<file path="src/rtl/ref_row_fetcher_pkg.sv">
// Shared constants, FSM state and return-tag types for the reference row fetcher.
package ref_row_fetcher_pkg;

  localparam int unsigned WIN       = 15;
  localparam int unsigned PIX_W     = 8;
  localparam int unsigned WORD_PIX  = 16;
  localparam int unsigned ROW_W     = WIN * PIX_W;
  localparam int unsigned WORD_W    = WORD_PIX * PIX_W;
  localparam int unsigned NUM_READS = 2 * WIN;

  typedef enum logic [1:0] {
    IDLE,
    FETCH,
    DRAIN
  } state_t;

  typedef struct packed {
    logic       valid;
    logic       is_b;
    logic [3:0] row;
  } tag_t;

  // Clamp a signed coordinate into [0, hi].
  function automatic logic [12:0] clamp_hi(input logic signed [13:0] v, input int hi);
    if (v < 14'sd0) return '0;
    if (int'(v) > hi) return 13'(hi);
    return v[12:0];
  endfunction

endpackage

</file>
<file path="src/rtl/ref_row_fetcher_row_aligner.sv">
// Selects 15 pixels out of the {B,A} word pair and registers the row with its load strobe.
module row_aligner
  import ref_row_fetcher_pkg::*;
(
  input  logic                clock,
  input  logic                reset_L,
  input  logic                i_valid,
  input  logic [2*WORD_W-1:0] i_pair,
  input  logic [3:0]          i_off,
  output logic [ROW_W-1:0]    o_row,
  output logic                o_load_L
);

  logic [2*WORD_W-1:0] w_shift;
  logic [ROW_W-1:0]    w_row;

  always_comb begin
    w_shift = i_pair >> {i_off, 3'b000};
    w_row   = w_shift[ROW_W-1:0];
  end

  always_ff @(posedge clock or negedge reset_L) begin
    if (!reset_L) begin
      o_row    <= '0;
      o_load_L <= 1'b1;
    end else begin
      o_load_L <= ~i_valid;
      if (i_valid) o_row <= w_row;
    end
  end

endmodule

</file>
<file path="src/rtl/ref_row_fetcher.sv">
// Fetches a 15x15 reference window from frame memory with edge replication and
// streams it row by row to the interpolation shift register.
module ref_row_fetcher
  import ref_row_fetcher_pkg::*;
#(
  parameter int unsigned PIC_W   = 1920,
  parameter int unsigned PIC_H   = 1080,
  parameter int unsigned MEM_LAT = 2,
  parameter int unsigned ADDR_W  = 18
) (
  input  logic                clock,
  input  logic                reset_L,
  input  logic                req_valid,
  output logic                req_ready,
  input  logic signed [12:0]  req_x,
  input  logic signed [12:0]  req_y,
  output logic                mem_rd_en,
  output logic [ADDR_W-1:0]   mem_addr,
  input  logic [127:0]        mem_rd_data,
  output logic [119:0]        row_out,
  output logic                load_L,
  output logic                done
);

  localparam int unsigned WORDS_PER_ROW = PIC_W / WORD_PIX;
  localparam int          XMAX          = int'(PIC_W) - int'(WIN);
  localparam int          YMAX          = int'(PIC_H) - 1;

  state_t             r_state;
  logic               r_ready;
  logic               r_rd_en;
  logic [ADDR_W-1:0]  r_addr;
  logic [12:0]        r_xc;
  logic signed [12:0] r_y0;
  logic [4:0]         r_k;
  tag_t               r_issue;
  tag_t               r_pipe [MEM_LAT];
  logic [WORD_W-1:0]  r_a;
  logic               r_done;

  logic [12:0]        w_xc;
  logic [3:0]         w_row;
  logic signed [13:0] w_ysum;
  logic [12:0]        w_yr;
  logic [ADDR_W-1:0]  w_word_a;
  logic [ADDR_W-1:0]  w_a1;
  logic [ADDR_W-1:0]  w_word_b;
  logic [ADDR_W-1:0]  w_addr;
  tag_t               w_ret;
  logic               w_ret_b;

  always_comb begin
    w_xc     = clamp_hi({req_x[12], req_x}, XMAX);
    w_row    = r_k[4:1];
    w_ysum   = $signed({r_y0[12], r_y0}) + $signed({10'd0, w_row});
    w_yr     = clamp_hi(w_ysum, YMAX);
    w_word_a = ADDR_W'(r_xc >> 4);
    w_a1     = w_word_a + ADDR_W'(1);
    // Rightmost window never needs a word past the picture edge.
    w_word_b = (w_a1 == ADDR_W'(WORDS_PER_ROW)) ? w_word_a : w_a1;
    w_addr   = ADDR_W'(w_yr) * ADDR_W'(WORDS_PER_ROW) + (r_k[0] ? w_word_b : w_word_a);
    w_ret    = r_pipe[MEM_LAT-1];
    w_ret_b  = w_ret.valid & w_ret.is_b;
  end

  always_ff @(posedge clock or negedge reset_L) begin
    if (!reset_L) begin
      r_state <= IDLE;
      r_ready <= 1'b1;
      r_rd_en <= 1'b0;
      r_addr  <= '0;
      r_xc    <= '0;
      r_y0    <= '0;
      r_k     <= '0;
      r_issue <= '0;
    end else begin
      case (r_state)
        IDLE: begin
          r_rd_en <= 1'b0;
          r_issue <= '0;
          if (req_valid && r_ready) begin
            r_xc    <= w_xc;
            r_y0    <= req_y;
            r_k     <= '0;
            r_ready <= 1'b0;
            r_state <= FETCH;
          end
        end
        FETCH: begin
          r_rd_en       <= 1'b1;
          r_addr        <= w_addr;
          r_issue.valid <= 1'b1;
          r_issue.is_b  <= r_k[0];
          r_issue.row   <= w_row;
          r_k           <= r_k + 5'd1;
          if (r_k == 5'(NUM_READS - 1)) r_state <= DRAIN;
        end
        DRAIN: begin
          r_rd_en <= 1'b0;
          r_issue <= '0;
          if (r_done) begin
            r_ready <= 1'b1;
            r_state <= IDLE;
          end
        end
        default: begin
          r_rd_en <= 1'b0;
          r_issue <= '0;
          r_ready <= 1'b1;
          r_state <= IDLE;
        end
      endcase
    end
  end

  // Tag pipe tracks each read to its data return; clearing it drops in-flight data.
  always_ff @(posedge clock or negedge reset_L) begin
    if (!reset_L) begin
      for (int unsigned i = 0; i < MEM_LAT; i++) r_pipe[i] <= '0;
      r_a    <= '0;
      r_done <= 1'b0;
    end else begin
      r_pipe[0] <= r_issue;
      for (int unsigned i = 1; i < MEM_LAT; i++) r_pipe[i] <= r_pipe[i-1];
      if (w_ret.valid && !w_ret.is_b) r_a <= mem_rd_data;
      r_done <= w_ret_b && (w_ret.row == 4'(WIN - 1));
    end
  end

  row_aligner u_row_aligner (
    .clock    (clock),
    .reset_L  (reset_L),
    .i_valid  (w_ret_b),
    .i_pair   ({mem_rd_data, r_a}),
    .i_off    (r_xc[3:0]),
    .o_row    (row_out),
    .o_load_L (load_L)
  );

  assign req_ready = r_ready;
  assign mem_rd_en = r_rd_en;
  assign mem_addr  = r_addr;
  assign done      = r_done;

endmodule

</file>
<file path="config.mk">
export PLATFORM = sky130hd
export DESIGN_NAME = ref_row_fetcher
export DESIGN_NICKNAME = d
export VERILOG_FILES = /design/src/rtl/ref_row_fetcher_pkg.sv /design/src/rtl/ref_row_fetcher_row_aligner.sv /design/src/rtl/ref_row_fetcher.sv
export SDC_FILE = /design/constraint.sdc
export NUM_CORES = 1
export LEC_CHECK = 0
export CAP_MARGIN = 20
export CELL_PAD_IN_SITES_DETAIL_PLACEMENT = 1
export CELL_PAD_IN_SITES_GLOBAL_PLACEMENT = 2
export CORE_UTILIZATION = 32
export DETAILED_ROUTE_END_ITERATION = 8
export HOLD_SLACK_MARGIN = 0.15
export PLACE_DENSITY_LB_ADDON = 0.1
export SYNTH_ARGS = -nofsm -noshare
export SYNTH_HDL_FRONTEND = slang
export SYNTH_SLANG_ARGS = --single-unit
</file>
<file path="constraint.sdc">
create_clock -name clock -period 5.63 [get_ports clock]
set_clock_uncertainty 0.15 [all_clocks]
set_input_delay 0.8445 -clock clock [delete_from_list [all_inputs] [get_ports clock]]
set_output_delay 0.8445 -clock clock [all_outputs]
set_load 0.1 [all_outputs]
</file>
# Yosys cells after proc, flatten, opt, wreduce, memory -nomap -nowiden
# Cells that the tools add are included.
# W data, S select, Z words.
# op_classes
shift	1
addsub	4
mux	27
n_mul	1
bitwise	3
n_reduce_logical	10
order_cmp	4
eq_ne	8
# op_table
operator	count
$shr A256 B7 Y120	1
$mux W13	8
$mux W10	2
$add A18 B10 Y18	1
$mul A13 B4 Y15 const B	1
$add A13 B5 Y14	1
$gt A14 B12 Y1 const B	1
$lt A14 B1 Y1 const B	1
$gt A13 B12 Y1 const B	1
$lt A13 B1 Y1 const B	1
$add A9 B1 Y10 const B	1
$eq A10 B7 Y1 const B	1
$pmux W5 S2	1
$mux W1	9
$mux W2	3
$mux W6	1
$ne A2 B2 Y1 const B	3
$pmux W2 S3	1
$reduce_and A3 Y1	2
$add A5 B1 Y5 const B	1
$eq A5 B5 Y1 const B	1
$mux W5	1
$eq A4 B4 Y1 const B	1
$reduce_and A2 Y1	2
other kinds (9)	12
# word_totals
in_bits	157
elab_cells	78
output_inout_bits	142
regBits	321

# Longest topological paths before layout
# Gate-level depths: netlist of run 1.
# depth
depth_word	8
mapped_depth	25
mapped_depth_nobuf	25

# Modules after synthesis
# From an unflattened synthesis of run 1, not the netlist that was laid out.
# unflattened
hier_cells	1748
hier_area_um2	22606.7
# by_module_without_submodules
mod	cells_per_inst	area_per_inst_um2	instances	seq_area_each_um2
row_aligner	930	12969.9	1	3029.2
ref_row_fetcher	818	9636.7	1	4956.0

# Worst setup path before layout of run 1
# Ideal clock, no wire load.
# synth_timing
kind	reg2reg
startpoint	register r_k[1]
endpoint	register r_addr[17] (netlist: mem_addr[17])
required_time_ns	5.404
setup_time_ns	0.076
path_buffers	0
period_less_slack_ns	5.702
path_stages_with_launch	25
slack_ns	-0.072
t_arrival_ns	5.475
path_cell_list	dfrtp_1 -> ha_1 -> inv_1 -> fa_1 -> nor2b_1 -> o21ai_1 -> a21oi_1 -> o2bb2ai_1 -> o2111ai_1 -> a22oi_4 -> nand2b_1 -> inv_1 -> fa_1 -> inv_1 -> fa_1 -> inv_1 -> ha_1 -> a21o_1 -> a2111oi_2 -> mux2i_1 -> nand2_1 -> a311oi_1 -> nand4b_1 -> xnor3_1 -> o21ai_1
# synth_between
elab_chain_len	8
word_cells_on_any_way	11
cone_classes	2 x add/sub; 1 x mul; 2 x order compare; 6 x mux
# synth_rtl
element	line_no	text
start, declared	ref_row_fetcher.sv:35	logic [4:0] r_k;
start signal, assigned	ref_row_fetcher.sv:95	r_k <= r_k + 5'd1;
$add A13 B5 Y14 (*)	ref_row_fetcher.sv:55	w_ysum = $signed({r_y0[12], r_y0}) + $signed({10'd0, w_row});
$gt A14 B12 Y1	ref_row_fetcher_pkg.sv:26	if (int'(v) > hi) return 13'(hi);
$mux W1 (2 in series)	ref_row_fetcher_pkg.sv:26	
$mux W13	ref_row_fetcher_pkg.sv:27	return v[12:0];
$mux W13 (*)	ref_row_fetcher_pkg.sv:26	
$mul A13 B4 Y15 (*)	ref_row_fetcher.sv:61	w_addr = ADDR_W'(w_yr) * ADDR_W'(WORDS_PER_ROW) + (r_k[0] ? w_word_b : w_word_a);
$add A18 B10 Y18 (*)	ref_row_fetcher.sv:61	
end signal, assigned	ref_row_fetcher.sv:91	r_addr <= w_addr;
end, declared	ref_row_fetcher.sv:32	logic [ADDR_W-1:0] r_addr;
# Mark *: on every way between the ends. The rest lies on a longest branch, timed or not. The select of a mux whose other input is x is not followed.
# A chain may end at the register's enable or synchronous reset.

# Worst setup path after layout of run 1
# layout_timing
startpoint	register r_k[1]
endpoint	register r_addr[16] (netlist: mem_addr[16])
# Same word-level chain as after synthesis.

==> results.json, run 1 <==
{
  "cts_max_level": 2,
  "ant_nets": 0,
  "cap_violations": 0,
  "cp_max_fo": 7,
  "ys_ff_latch": 319,
  "grt_pass1_vias": 19818,
  "path_class": "reg -> reg",
  "crit_path_end_kind": "flip-flop",
  "dieWidth_um": 264,
  "via_count": 19184,
  "grt_pass1_wl_um": 138000,
  "grt.overflow.total": 0,
  "clk_pin_slew_ps": 60,
  "drt-pass1-iter-count": 5,
  "rsz0062_at_grt": "true",
  "drt-vias-per-instance": 5.45,
  "start_kind": "flip-flop",
  "grt_max_degree": 177,
  "ys_async_sr_fraction_pct": 100,
  "slew-limit-headroom_pct": 24.2,
  "maxSlewViolCount": 0,
  "clkSinkCount": 319,
  "die_y_um": 264,
  "yosys_warnings": 0,
  "clock_latency_ps": 580,
  "rows": 95,
  "yosysSeqAreaShare_pct": 36.2,
  "max_freq_mhz": 177,
  "tightest_slew_ps": 1120,
  "dieArea_sq_um": 69900,
  "synthToLayoutAreaGrowth_pct": 28.9,
  "cp.arrival_ps": 5950,
  "setup_viol": 1,
  "stdcell_area_sq_um": 28400,
  "cts_made_buffers": 41,
  "dp_slack_ps": -346,
  "fin_ws_ps": -29.7,
  "portBuffers": 298,
  "nets": 2827,
  "drive_above_1_share_pct": 21.1,
  "fp.coreArea_sq_um": 67600,
  "grt_usage_pct": 26.5,
  "cts_tree": "built",
  "antenna_found_initial": 15,
  "most-common-layout-cells": "493 x nand2_1, 313 x dfrtp_1, 296 x clkdlybuf4s50_1",
  "syn_avg_cell_area_sq_um": 9.47,
  "design.portCount": 299,
  "cts_buffer_depth": 3,
  "placedCellCount": 3417,
  "final_cells": 3523,
  "crit_required_ps": 5920,
  "finalWeightedCongestion": 0.865,
  "period_needed_ps": 5660,
  "finalSetupTns_ps": -29.7,
  "drcViolationCount": 0,
  "cts_root_buf": "clkbuf_16",
  "period_share_pct": 101,
  "hold_violations": 0,
  "violations": "setup timing",
  "hpwlAfterDp_um": 71700,
  "status": "finished, violations left",
  "synth_edf_count": 0,
  "wl_um": 92900,
  "wl_per_cell_um": 26.4,
  "ys.flop_type": "dfrtp_1",
  "cts_hold_buf": 0,
  "layout_commonest_cell": "nand2_1",
  "synth_cell_types": 74,
  "dr.first_iter.drc_count": 1213,
  "place_area_sq_um": 26300,
  "fill_cells": 7525,
  "start_util_pct": 32.6,
  "syn_inst": 2326,
  "hold_class": "in -> async",
  "synthesis.area_sq_um": 22000
}
## critical path, cell delays in order, from the launching register on
cell and delay (ps):
dfrtp_1 360, ha_2 200, inv_2 40, fa_2 370, nor2b_4 180, o21ai_4 90, a21boi_4 280, a22o_1 210
a41oi_2 180, a22oi_4 210, buf_6 160, buf_6 90, and2_4 140, ha_4 200, fa_1 540, inv_1 80
fa_2 360, buf_4 150, nor2b_4 150, o31ai_4 90, buf_4 150, a211oi_2 310, a2111oi_4 70, xnor2_1 150
buf_4 150, and4bb_1 270, xnor2_1 130, o21ai_1 90
## layer usage
metal,GRT usage [%],vias up,part of all wire (%)
li1,-,8811,-
met1,38.2,9836,47
met2,42.7,445,47
met3,3.11,90,4.0
met4,5.52,2,2.0
met5,0,-,0.013
## stage by stage
step | hold WS [ps] | util [%]
2_1_floorplan | 181 | -
3_3_place_gp | 184 | 38.8
3_5_place_dp | 189 | 38.8
4_1_cts | 164 | 41.6
5_1_grt | 197 | 42.0
6_report | 141 | 42.0
## cells in the mapped netlist (20+ instances only)
master,n,share of area [%]
nand2_1,497,8.5
dfrtp_1,317,36
mux2i_1,181,8.2
mux2_2,167,8.5
o21ai_0,156,3.5
nor2_1,144,2.5
a21oi_1,113,2.6
clkbuf_1,104,1.8
mux4_2,88,9.0
inv_1,51,0.87
buf_2,47,1.1
a211oi_1,46,1.6
and2_1,33,0.94
ha_1,31,1.8
nor2b_1,28,0.80
xnor2_1,26,1.0
o31ai_1,25,0.85
buf_1,20,0.34
fa_1,20,1.8
## area by class of cell
| type | instances | area [sq um] | area share, % |
|---|---|---|---|
| diodes | 2 | 5.00 | 0.0176 |
| repair buffers | 424 | 4100 | 14.4 |
| multi-input cells | 1780 | 13600 | 48.0 |
| flip-flops and latches | 319 | 8000 | 28.2 |
| well taps | 873 | 1090 | 3.85 |
| clock inverters | 13 | 153 | 0.538 |
| inverters | 53 | 206 | 0.727 |
| clock buffers | 59 | 1220 | 4.28 |
## path summary, 6_finish.rpt
| path | startpoint | slack [ps] | depth (start not counted) | endpoint |
|---|---|---|---|---|
| max | r_k[1] | -30 | 27 | mem_addr[16] |
| min reg2reg | r_pipe[7] | 200 | 0 | r_pipe[1] |
| max reg2reg | r_k[1] | -30 | 27 | mem_addr[16] |
| max in group asynchronous | reset_L | 3920 | 2 | mem_addr[14] |
| min | reset_L | 140 | 1 | u_row_aligner.o_row[19] |
| min in group clock | r_pipe[7] | 200 | 0 | r_pipe[1] |
## logic make-up after synthesis
kind of cell | share of synthesized area, %
simple gates | 15.1
compound gates | 13.2
mux | 25.8
flops | 36.2
buf+inv | 4.39
fa+ha+maj | 3.58
xor+xnor | 1.65
other cells | 0.0341
## what timing repair did
item | 4_1_cts | 5_1_grt
gates cloned | 0 | 0
endpoints found under the setup margin | 9 | 9
resized for setup | 65 | 41
hold endpoints to repair | 0 | 0
pin swaps | 44 | 35
setup buffers | 22 | 11
## registers in the layout, indices dropped and copies added (netlist names)
name,cells
done,1
mem_addr,18
r_a,128
r_issue,6
r_k,5
r_pipe,12
r_state,2
r_xc,12
r_y0,13
req_ready,1
u_row_aligner.o_load_L,1
u_row_aligner.o_row,120
Power of run 1 is left out: the tool's default activity adds up to more than one toggle a clock period on the data nets, which glitch-free logic cannot reach.
==> inputs of run 2 (changes only) <==
--- a/config.mk
+++ b/config.mk
@@ -5,10 +5,12 @@
 export SDC_FILE = /design/constraint.sdc
 export NUM_CORES = 1
 export LEC_CHECK = 0
+export ABC_AREA = 1
 export CAP_MARGIN = 20
 export CELL_PAD_IN_SITES_DETAIL_PLACEMENT = 1
 export CELL_PAD_IN_SITES_GLOBAL_PLACEMENT = 2
-export CORE_UTILIZATION = 32
+export CORE_UTILIZATION = 29
+export CTS_BUF_LIST = sky130_fd_sc_hd__clkbuf_8
 export DETAILED_ROUTE_END_ITERATION = 8
 export HOLD_SLACK_MARGIN = 0.15
 export PLACE_DENSITY_LB_ADDON = 0.1
==> run 2 against run 1 <==
  * The flow now finishes without violations
  * Core utilization fell by 4.6 points
  * Die area rose by 8.7%
  * Setup slack improved by 420 ps
  * Global-route usage rose by 3.6 points
  * Final cell count rose by 25%
  * Via count rose by 21%
  * Synthesized cell count rose by 36%
  * Maximum frequency rose by 8.0%
  * Routed wire length rose by 23%
  * Register-to-register slack improved by 420 ps
==> results.json, run 2 <==
{
  "synth-xor-area-share_pct": 0.761,
  "cts_buffer_depth": 3,
  "ys_ff_latch": 319,
  "synth.area.top_cells": "dfrtp_1 37%, nand2_1 17%, o21ai_0 11%",
  "rr_worst_depth": 36,
  "most-common-layout-cells": "957 x nand2_1, 494 x o21ai_0, 312 x dfrtp_1",
  "die_y_um": 276,
  "start_util_pct": 29.5,
  "dieArea_sq_um": 76000,
  "hold_violations": 0,
  "ant_nets": 0,
  "synth_top_family_by_area": "simple AND/OR/NAND/NOR gates",
  "grt.overflow.total": 0,
  "hpwlAfterDp_um": 88600,
  "cts_root_buf": "clkbuf_8",
  "grt_usage_pct": 30.1,
  "finalWeightedCongestion": 0.914,
  "dp_slack_ps": -12.8,
  "synth_edf_count": 0,
  "synthSimpleGateAreaFrac_pct": 26.4,
  "cts_made_buffers": 66,
  "fp.coreArea_sq_um": 73600,
  "start_kind": "flip-flop",
  "tightest_slew_ps": 1140,
  "status": "complete, no violations",
  "synth-compound-area-share_pct": 20.1,
  "cp_max_fo": 5,
  "clock_latency_ps": 660,
  "hold_slack_ps": 199,
  "syn_avg_cell_area_sq_um": 6.85,
  "antenna_found_initial": 8,
  "drcViolationCount": 0,
  "clk_pin_slew_ps": 60,
  "maxSlewViolCount": 0,
  "ys_async_sr_fraction_pct": 100,
  "dr.first_iter.drc_count": 1438,
  "synth.area.mux_share_pct": 3.78,
  "critical_path.slowest_cell": "fa_1",
  "wl_per_cell_um": 25.9,
  "ys.flop_type": "dfrtp_1",
  "rows": 99,
  "hold_class": "reg -> reg",
  "cap_violations": 0,
  "setup_viol": 0,
  "dieWidth_um": 276,
  "yosysMostFrequentCell": "nand2_1",
  "cts_max_level": 3,
  "layout_commonest_cell": "nand2_1",
  "portBuffers": 298,
  "drt-vias-per-instance": 5.26,
  "synthesis.area_sq_um": 21700,
  "nets": 3621,
  "crit_path_frequent_cell": "nand2_1",
  "grt_pass1_vias": 24717,
  "cp.arrival_ps": 5610,
  "grt_pass1_wl_um": 166000,
  "clkSinkCount": 319,
  "yosys_warnings": 0,
  "cts_tree": "built",
  "period_share_pct": 93.1,
  "yosysSeqAreaShare_pct": 36.8,
  "wl_um": 115000,
  "syn_inst": 3168,
  "via_count": 23266,
  "crit_required_ps": 6000,
  "top_register": "r_a",
  "fin_ws_ps": 389,
  "min_delay_path_depth": 0,
  "synth_top_area_share_pct": 36.5,
  "grt_max_degree": 168,
  "crit_path_end_kind": "flip-flop",
  "yosys.area.top_type": "dfrtp_1",
  "period_needed_ps": 5240,
  "path_class": "reg -> reg",
  "synthTopCellsByCount": "970 x nand2_1, 495 x o21ai_0, 317 x dfrtp_1, 246 x inv_1, 230 x nand3_1",
  "placedCellCount": 4290,
  "max_stage_delay_ps": 490,
  "max_freq_mhz": 191,
  "slew-limit-headroom_pct": 23.9,
  "drive_above_1_share_pct": 8.73,
  "largest_reg_flops": 128,
  "finalSetupTns_ps": 0,
  "final_cells": 4420,
  "synthToLayoutAreaGrowth_pct": 26.6,
  "fill_cells": 9146,
  "synth_cell_types": 49,
  "drt-pass1-iter-count": 6,
  "synthAdderAreaFrac_pct": 3.63,
  "design.portCount": 299
}
run 2: changes by cell type in the layout (fill, tap and decap cells not counted), moves of 126 or more:
cell	before	now
nand2_1	493	957
o21ai_0	151	494
inv_1	42	253
nand3_1	18	224
mux2_2	167	24
mux2i_1	181	55
run 2: stage by stage:
stage / area [sq um] / util (%)
after floorplan: 21700 / -
after global placement: 25700 / 35.0
after detailed placement: 25700 / 35.0
after CTS: 27100 / 36.9
after global routing: 27500 / 37.4
final: 27500 / 37.4
run 2: final timing paths:
check                      slack, ps            to  startpoint
min in group asynchronous        610       r_a[46]     reset_L
max                              390  mem_addr[11]     r_y0[0]
min reg2reg                      200     r_pipe[1]   r_pipe[7]
max in group asynchronous       3400        r_k[3]     reset_L
min                              200     r_pipe[1]   r_pipe[7]
max reg2reg                      390  mem_addr[11]     r_y0[0]
run 2: per-layer routing:
layer	share of wire [%]	wire, um	vias up	global-route usage, %
met3	3.7	4200	237	4.44
met4	8.1	9270	10	21.1
li1	-	-	10973	-
met1	39	44900	11506	33.5
met5	0.058	66	-	0
met2	49	56100	540	52.8
run 2: cell type report:
| type | count | area (sq um) | area share [%] |
|---|---|---|---|
| multi-input combinational | 2385 | 12200 | 44.2 |
| sequential | 319 | 8000 | 29.1 |
| timing repair buffer | 390 | 3820 | 13.9 |
| tap | 959 | 1200 | 4.36 |
| clock buffer | 84 | 1160 | 4.21 |
| inverter | 251 | 955 | 3.47 |
| clock inverter | 29 | 193 | 0.701 |
| antenna | 3 | 7.51 | 0.0273 |
run 2: repair_timing:
action	in CTS	in global routing
setup endpoints to repair	4	8
hold buffers	1	0
buffers inserted	0	12
gates resized for setup	5	60
endpoints found under the hold margin	70	0
pin swaps	3	23
run 2: cells by family after synthesis:
group,after synthesis
simple gates,1414
compound gates,816
buf+inv,469
flops,319
mux,79
fa+ha+maj,51
xor+xnor,18
other cells,2
run 2: critical path, delay by kind of cell (launching register included):
kind | cells | cell delay, ps
buffers and inverters | 8 | 590
AOI/OAI and AO/OA | 4 | 450
xor gates and xnor gates | 2 | 240
and+or+nand+nor | 16 | 1430
DFF | 1 | 350
adders and majority gates | 6 | 1880
Power of run 2 is left out for the same reason.
